===== config.mk =====
export PLATFORM = sky130hd
export DESIGN_NAME = crypto_mode_ctrl
export DESIGN_NICKNAME = d
export VERILOG_FILES = /design/src/rtl/crypto_mode_ctrl.sv
export SDC_FILE = /design/constraint.sdc
export NUM_CORES = 2
export LEC_CHECK = 0
export ABC_AREA = 0
export BUFFER_PORTS_ARGS = -buffer_cell sky130_fd_sc_hd__buf_2
export CORE_AREA = 2 2 361 363
export CTS_CLUSTER_DIAMETER = 30
export DETAILED_ROUTE_END_ITERATION = 7
export DIE_AREA = 0 0 363 365
export PLACE_DENSITY_LB_ADDON = 0.05
export SYNTH_ARGS = -nofsm -noshare
export SYNTH_HDL_FRONTEND = slang
export SYNTH_SLANG_ARGS = --single-unit
export TNS_END_PERCENT = 50

===== constraint.sdc =====
create_clock -name clk_i -period 7.4 [get_ports clk_i]
set_input_delay 0 -clock clk_i [delete_from_list [all_inputs] [get_ports clk_i]]
set_output_delay 0 -clock clk_i [all_outputs]
set_load 0.01 [all_outputs]

===== src/rtl/crypto_mode_ctrl.sv =====
// crypto_mode_ctrl: runs ECB/CBC/CTR jobs of N blocks through one block-cipher engine
// and queues the results in a small output FIFO with ready/valid backpressure.
module crypto_mode_ctrl #(
  parameter int BLK_W       = 128,
  parameter int LEN_W       = 16,
  parameter int OFIFO_DEPTH = 4
) (
  input  logic             clk_i,
  input  logic             rst_n_i,
  input  logic             cfg_valid_i,
  output logic             cfg_ready_o,
  input  logic [1:0]       cfg_mode_i,
  input  logic             cfg_algo_i,
  input  logic [BLK_W-1:0] cfg_key_i,
  input  logic [BLK_W-1:0] cfg_iv_i,
  input  logic [LEN_W-1:0] cfg_nblk_i,
  input  logic             s_valid_i,
  output logic             s_ready_o,
  input  logic [BLK_W-1:0] s_data_i,
  output logic             m_valid_o,
  input  logic             m_ready_i,
  output logic [BLK_W-1:0] m_data_o,
  output logic             m_last_o,
  output logic             core_start_o,
  output logic             core_algo_sel_o,
  output logic [BLK_W-1:0] core_key_o,
  output logic [BLK_W-1:0] core_din_o,
  input  logic             core_done_i,
  input  logic             core_busy_i,
  input  logic [BLK_W-1:0] core_dout_i,
  output logic             busy_o,
  output logic             err_o
);
  localparam int AW = $clog2(OFIFO_DEPTH);
  localparam logic [2:0] S_IDLE  = 3'd0;
  localparam logic [2:0] S_FETCH = 3'd1;
  localparam logic [2:0] S_KICK  = 3'd2;
  localparam logic [2:0] S_WAIT  = 3'd3;
  localparam logic [2:0] S_STORE = 3'd4;
  localparam logic [1:0] M_CBC = 2'b01;
  localparam logic [1:0] M_CTR = 2'b10;

  logic [2:0]       state_q, state_d;
  logic [1:0]       mode_q;
  logic             algo_q, err_q;
  logic [BLK_W-1:0] key_q, chain_q, ctr_q, pt_q, din_q, ct_q, din_d, ct_d;
  logic [LEN_W-1:0] rem_q;
  logic [BLK_W:0]   mem_q [OFIFO_DEPTH];
  logic [AW-1:0]    wp_q, rp_q;
  logic [AW:0]      cnt_q;
  logic             cfg_ok, hs, last, push, pop, full;

  assign cfg_ready_o     = state_q == S_IDLE;
  assign busy_o          = state_q != S_IDLE;
  assign err_o           = err_q;
  assign core_start_o    = state_q == S_KICK;
  assign core_algo_sel_o = algo_q;
  assign core_key_o      = key_q;
  assign core_din_o      = din_q;
  assign m_valid_o       = cnt_q != '0;
  assign m_data_o        = m_valid_o ? mem_q[rp_q][BLK_W:1] : '0;
  assign m_last_o        = m_valid_o && mem_q[rp_q][0];
  // a free FIFO slot is reserved before fetching, so STORE can never overflow
  assign s_ready_o       = state_q == S_FETCH && !full && !core_busy_i;

  always_comb begin
    cfg_ok  = cfg_valid_i && cfg_mode_i != 2'b11 && cfg_nblk_i != '0;
    full    = cnt_q == (AW+1)'(OFIFO_DEPTH);
    hs      = s_valid_i && s_ready_o;
    last    = rem_q == LEN_W'(1);
    push    = state_q == S_STORE;
    pop     = m_valid_o && m_ready_i;
    din_d   = mode_q == M_CTR ? ctr_q : mode_q == M_CBC ? s_data_i ^ chain_q : s_data_i;
    ct_d    = mode_q == M_CTR ? pt_q ^ core_dout_i : core_dout_i;
    state_d = state_q == S_IDLE  ? (cfg_ok ? S_FETCH : S_IDLE) :
              state_q == S_FETCH ? (hs ? S_KICK : S_FETCH) :
              state_q == S_KICK  ? S_WAIT :
              state_q == S_WAIT  ? (core_done_i ? S_STORE : S_WAIT) :
              state_q == S_STORE ? (last ? S_IDLE : S_FETCH) : S_IDLE;
  end

  always_ff @(posedge clk_i) begin
    if (!rst_n_i) begin
      state_q <= S_IDLE;
      mode_q  <= '0;
      algo_q  <= 1'b0;
      key_q   <= '0;
      chain_q <= '0;
      ctr_q   <= '0;
      pt_q    <= '0;
      din_q   <= '0;
      ct_q    <= '0;
      rem_q   <= '0;
      err_q   <= 1'b0;
      wp_q    <= '0;
      rp_q    <= '0;
      cnt_q   <= '0;
    end else begin
      state_q <= state_d;
      err_q   <= state_q == S_IDLE && cfg_valid_i && !cfg_ok;
      if (state_q == S_IDLE && cfg_ok) begin
        mode_q  <= cfg_mode_i;
        algo_q  <= cfg_algo_i;
        key_q   <= cfg_key_i;
        chain_q <= cfg_iv_i;
        ctr_q   <= cfg_iv_i;
        rem_q   <= cfg_nblk_i;
      end
      if (hs) begin
        pt_q  <= s_data_i;
        din_q <= din_d;
      end
      if (state_q == S_WAIT && core_done_i) begin
        ct_q <= ct_d;
        if (mode_q == M_CBC) chain_q <= ct_d;
        if (mode_q == M_CTR) ctr_q <= ctr_q + BLK_W'(1);
      end
      if (push) begin
        wp_q  <= wp_q + AW'(1);
        rem_q <= rem_q - LEN_W'(1);
      end
      if (pop) rp_q <= rp_q + AW'(1);
      cnt_q <= cnt_q + (AW+1)'(push) - (AW+1)'(pop);
    end
  end

  always_ff @(posedge clk_i)
    if (push) mem_q[wp_q] <= {ct_q, last};
endmodule


Word-level counts from Yosys, hierarchy flattened
Memories as Yosys holds them, arrays and structs flattened. A register that Yosys moved wholly into a read port is not among the register bits.
Index checks and enable logic that the tools add are counted.
- muxes and demuxes: 25
- $add $sub $neg: 6
- equal/unequal tests: 9
- bitwise gates (word level): 2
- reduce and logical (&&, ||, !) cells: 19
- operator list (cell ; number):
    2-to-1 mux 128 bit ; 10
    XOR 128 bit ; 2
    adder 128 x 1 -> 128 bit (second input constant) ; 1
    2-to-1 mux 16 bit ; 2
    equality test 16 x 1 -> 1 bit (second input constant) ; 1
    nonzero test 16 bit ; 1
    subtractor 16 x 1 -> 16 bit (second input constant) ; 1
    2-to-1 mux 3 bit ; 5
    logical AND 1 bit ; 11
    equality test 3 x 2 -> 1 bit (second input constant) ; 2
    equality test 3 bit (second input constant) ; 2
    2-to-1 mux 2 bit ; 3
    nonzero test 3 bit ; 2
    2-to-1 mux 1 bit ; 5
    adder 2 x 1 -> 2 bit (second input constant) ; 2
    adder 3 x 1 -> 3 bit ; 1
    equality test 3 x 1 -> 1 bit (second input constant) ; 1
    logical NOT 1 bit ; 3
    logical NOT 3 bit ; 1
    subtractor 3 x 1 -> 3 bit ; 1
    equality test 2 x 1 -> 1 bit (second input constant) ; 1
    equality test 2 bit (second input constant) ; 1
    inequality test 2 bit (second input constant) ; 1
    nonzero test 2 bit ; 1
- input bits: 538
- memories: 1
- flip-flop bits (word level): 798
- bits in writable memories: 516
- memory list (name ; depth ; width ; read ports ; clocked after memory_dff ; wr ports ; RTL line ; RTL):
    mem_q ; 4 ; 129 ; 1 ; 1 ; 1 ; 48 ; logic [BLK_W:0] mem_q [OFIFO_DEPTH];

Depth between registers and ports, before layout
- depth after elaboration: 8
- gate-level depth with buffers: 11
- depth with buffers taken out: 9

Worst setup path after synthesis
Ideal clock, no wire load.
- path kind: reg-to-reg
- start point: register state_q[0]
- end point: memory mem_q[0][0] (netlist bit), enable pin
- data required time: 6897 ps
- stages on the path, launching flop included: 5
- path buffers: 2
- arrival: 4091 ps
- clock period less this slack: 4595 ps
- setup slack: 2805 ps
- library setup time: 503 ps
- cell sequence: dfxtp_1 clkbuf_1 nor3b_1 clkbuf_1 and2_1
- word-level cells in the longest chain between the ends: 3
- ends and longest elaborated chain (element ; RTL line ; RTL):
    start, declared ; 43 ; logic [2:0] state_q, state_d;
    start signal, assigned ; 99 ; state_q <= state_d;
    equality test 3 bit ; 71 ; push = state_q == S_STORE;
    2-to-1 mux 1 bit ; 128 ; if (push) mem_q[wp_q] <= {ct_q, last};
    2-to-1 mux 1 bit (implied by the code) ; 128 ;
    end, declared ; 48 ;
No other way between the ends.

Worst setup path after layout
- start point: register state_q[0]
- end point: register chain_q[72]
- word-level cells in the longest chain between the ends: 5
- elaborated cells between the ends (all ways): 7
- those cells by class: eq/ne: 1; mux: 3; reduce/logical: 3
- ends and longest elaborated chain (element ; RTL line ; RTL):
    logical NOT 3 bit ; 101 ; if (state_q == S_IDLE && cfg_ok) begin
    logical AND 1 bit ; 101 ;
    2-to-1 mux 128 bit ; 101 ;
    2-to-1 mux 128 bit ; 115 ; if (mode_q == M_CBC) chain_q <= ct_d;
    2-to-1 mux 128 bit * ; 113 ; if (state_q == S_WAIT && core_done_i) begin
    end signal, assigned ; 105 ; chain_q <= cfg_iv_i;
    end signal, assigned ; 115 ;
    end, declared ; 46 ; logic [BLK_W-1:0] key_q, chain_q, ctr_q, pt_q, din_q, ct_q, din_d, ct_d;
Every way passes the cells marked *; elsewhere a longest branch is shown, timed or not.
A chain may end at the register's enable or synchronous reset.

==> results.ini <==
[run_status]
status = complete, no violations

[timing]
tightest_slew_ns = 1.27
finalCritPeriodShare_pct = 59.0
fmax_mhz = 229
fin_skew_ns = 0.0519
maxSlewViolCount = 0
fin_crit_ns = 4.37
setup_ws_ns = 3.03
setup_viol = 0
rsz0062_at_grt = no
slew_headroom_pct = 14.3
whs_ns = 0.0184
hold_viol = 0
tns_ns = 0

[setup_path]
rrSetupSlack_ns = 3.03
cp.arrival_ns = 5.19
path_buf_inv = 2
start_kind = register
rr_endpoint = chain_q[72]
critPathMaxStageDelay_ns = 0.77
critPathKind = reg -> reg
r2r-start = state_q[0]
cp.required_ns = 8.22
reg2regPathDepth = 7
crit_family = simple AND/OR/NAND/NOR gates
cp-end-kind = register
crit_chain = nor3_1 -> and2_1 -> and2_4 -> buf_12 -> nand2_1 -> a31oi_1 -> dlygate4sd3_1
cp_max_fo = 152
cpMaxStageDelayCell = and2_1

[floorplanning]
dieArea_sq_um = 132000
fp-row-count = 132
coreArea_sq_um = 129000
die_height_um = 365
ioPinCount = 930
initial_core_util_pct = 45.7
die_x_um = 363

[logic_synthesis]
synth_edf_count = 516
avgSynthCellArea_sq_um = 9.94
synth_warnings = 0
syn_nets = 6468
synthFlopType = dfxtp_1
syn-instance-count = 5920
synth.distinct_cells = 82
seq_area_frac_synth_pct = 53.6
synth-async-reset-ratio_pct = 0
ys_ff_latch = 1316
syn-cell-area_sq_um = 58800

[pwr]
peakVddDrop_v = 0.000252
p_per_area_nw_per_um2 = 307
p_total_mw = 26.1
p_leak_nw = 32.0

[clock_network]
root_buffer = clkbuf_16
cts_buffers = 312
h-tree-depth = 5
clk_latency_ns = 0.90
tritoncts = built
cts_resized = 0
ctsHoldBuffers = 1028
cts_setup_buffers = 0
clockBufferDepth = 4
cts.sinks = 1316
clk_pin_slew_worst_paths_ns = 0.05

[finish]
finalInstanceArea_sq_um = 85100
seqCellArea_sq_um = 31500
fill_cells = 9949
multi_input_area_sq_um = 25400
mostFrequentLayoutCell = nand2_1
drive_above_1_share_pct = 22.3
most-common-layout-cells = nand2_1 (1031), dlygate4sd3_1 (1028), buf_2 (928)
syn_to_final_growth_pct = 44.7
final_net_count = 8298

[routing]
drc_errors = 0
drt-pass1-iter-count = 6
postRouteAntennaNets = 0
via_per_inst = 5.95
routed_wirelength_um = 250000
avgRoutedWirePerCell_um = 25.8
drtIter0Drc = 5749
vias = 57600

[flow_run]
max_cap_violations = 0

[worst_hold_path]
min_to = ct_q[34]
min_path_type = in -> reg
hp-start = core_dout_i[34]
hold_depth = 4

[place]
place_ws_ns = 3.48
gp_congestion = 0.935
placed_area_sq_um = 64300
hpwl_um = 156000
io_buffers = 929

[global_routing]
antenna_found_initial = 36
grt_usage_pct = 36.5
grt_max_degree = 222
grt_overflow = 0
grt_pass1_wl_um = 363000
grt_pass1_vias = 56700

[kinds of logic after synthesis]
group | share of synthesized area (%)
xor gates and xnor gates | 2.02
buffers and inverters | 3.48
muxes | 7.68
DFF | 53.6
adders and majority gates | 0.225
and+or+nand+nor | 19.7
AOI/OAI and AO/OA | 13.3
[layer usage]
metal / wire length (um) / global-route usage [%]
met2: 117000 / 59.5
met5: 181 / 0
met1: 95800 / 44.5
met4: 17000 / 22.9
met3: 19800 / 7.51
[worst register-to-register path, cell delays in order (launching register included)]
cell and delay [ns]:
dfxtp_1 0.37, nor3_1 0.39, and2_1 0.77, and2_4 0.77
buf_12 0.58, nand2_1 0.58, a31oi_1 0.25, dlygate4sd3_1 0.58
[layout make-up]
cell class,instances,area share (%)
antenna,22,0.0647
clock buffer,408,10.2
clock inverter,146,2.10
inverter,22,0.112
multi-input combinational,4082,29.8
sequential,1316,37.0
tap,1675,2.46
timing repair buffer,2016,18.2
[how the worst max path moves through the flow]
stage	startpoint	end	slack, ns	depth (start not counted)
finish	state_q[0]	chain_q[72]	3.03	7
global route	state_q[0]	chain_q[96]	2.85	7
CTS	state_q[0]	chain_q[96]	3.09	7
detailed placement	state_q[0]	rem_q[10]	3.48	6
global placement	state_q[0]	rem_q[13]	3.63	6
floorplan	state_q[0]	mem_q[0][0]	2.81	4
[stage by stage]
stage	utilization (%)	std cells
after floorplan	-	5920
after global placement	50.0	8083
after detailed placement	50.0	8083
after CTS	66.1	9665
after global routing	66.2	9683
final	66.2	9687
[cell usage after synthesis (7+ instances only)]
cell type  count  area [sq um]
mux2_2       127          1430
nor3_1       315          1580
mux4_2       129          2910
nand4_1       90           563
o211ai_1      13          97.6
o21ai_0       68           340
nor4_2         7          87.6
nor4_1        74           463
clkbuf_1     383          1440
o21a_1         7          52.6
mux2i_1       18           180
buf_2         63           315
o221ai_1      12           105
buf_1         50           188
a31oi_1      187          1170
nand3_1      101           505
xor2_1       130          1140
a21oi_1      458          2290
a211oi_1     262          1970
and3_1       172          1080
inv_1         21          78.8
nor2_1       373          1400
edfxtp_1     516         15500
nand2_1     1034          3880
o41ai_1      110           963
or4_1         16           120
o311ai_0       7          61.3
a311oi_1      24           210
dfxtp_1      800         16000
ha_1           9           113
and4_1        29           254
and2_1       154           963
or3_1         38           238
[report_power, final]
group	internal, mW	switching [mW]
logic	1.85	2.42
registers	7.78	0.358
clock network	9.48	4.22
total	19.1	6.99
[state kept, by name, indices dropped and copies added, names as in the netlist, named ones only]
name	cells
chain_q	128
cnt_q	3
core_algo_sel_o	1
core_din_o	128
core_key_o	128
ct_q	128
ctr_q	128
err_o	1
mem_q	516
mode_q	2
pt_q	128
rem_q	16
rp_q	2
state_q	3
wp_q	2
Note: power is estimated with default switching activity, not from simulation.
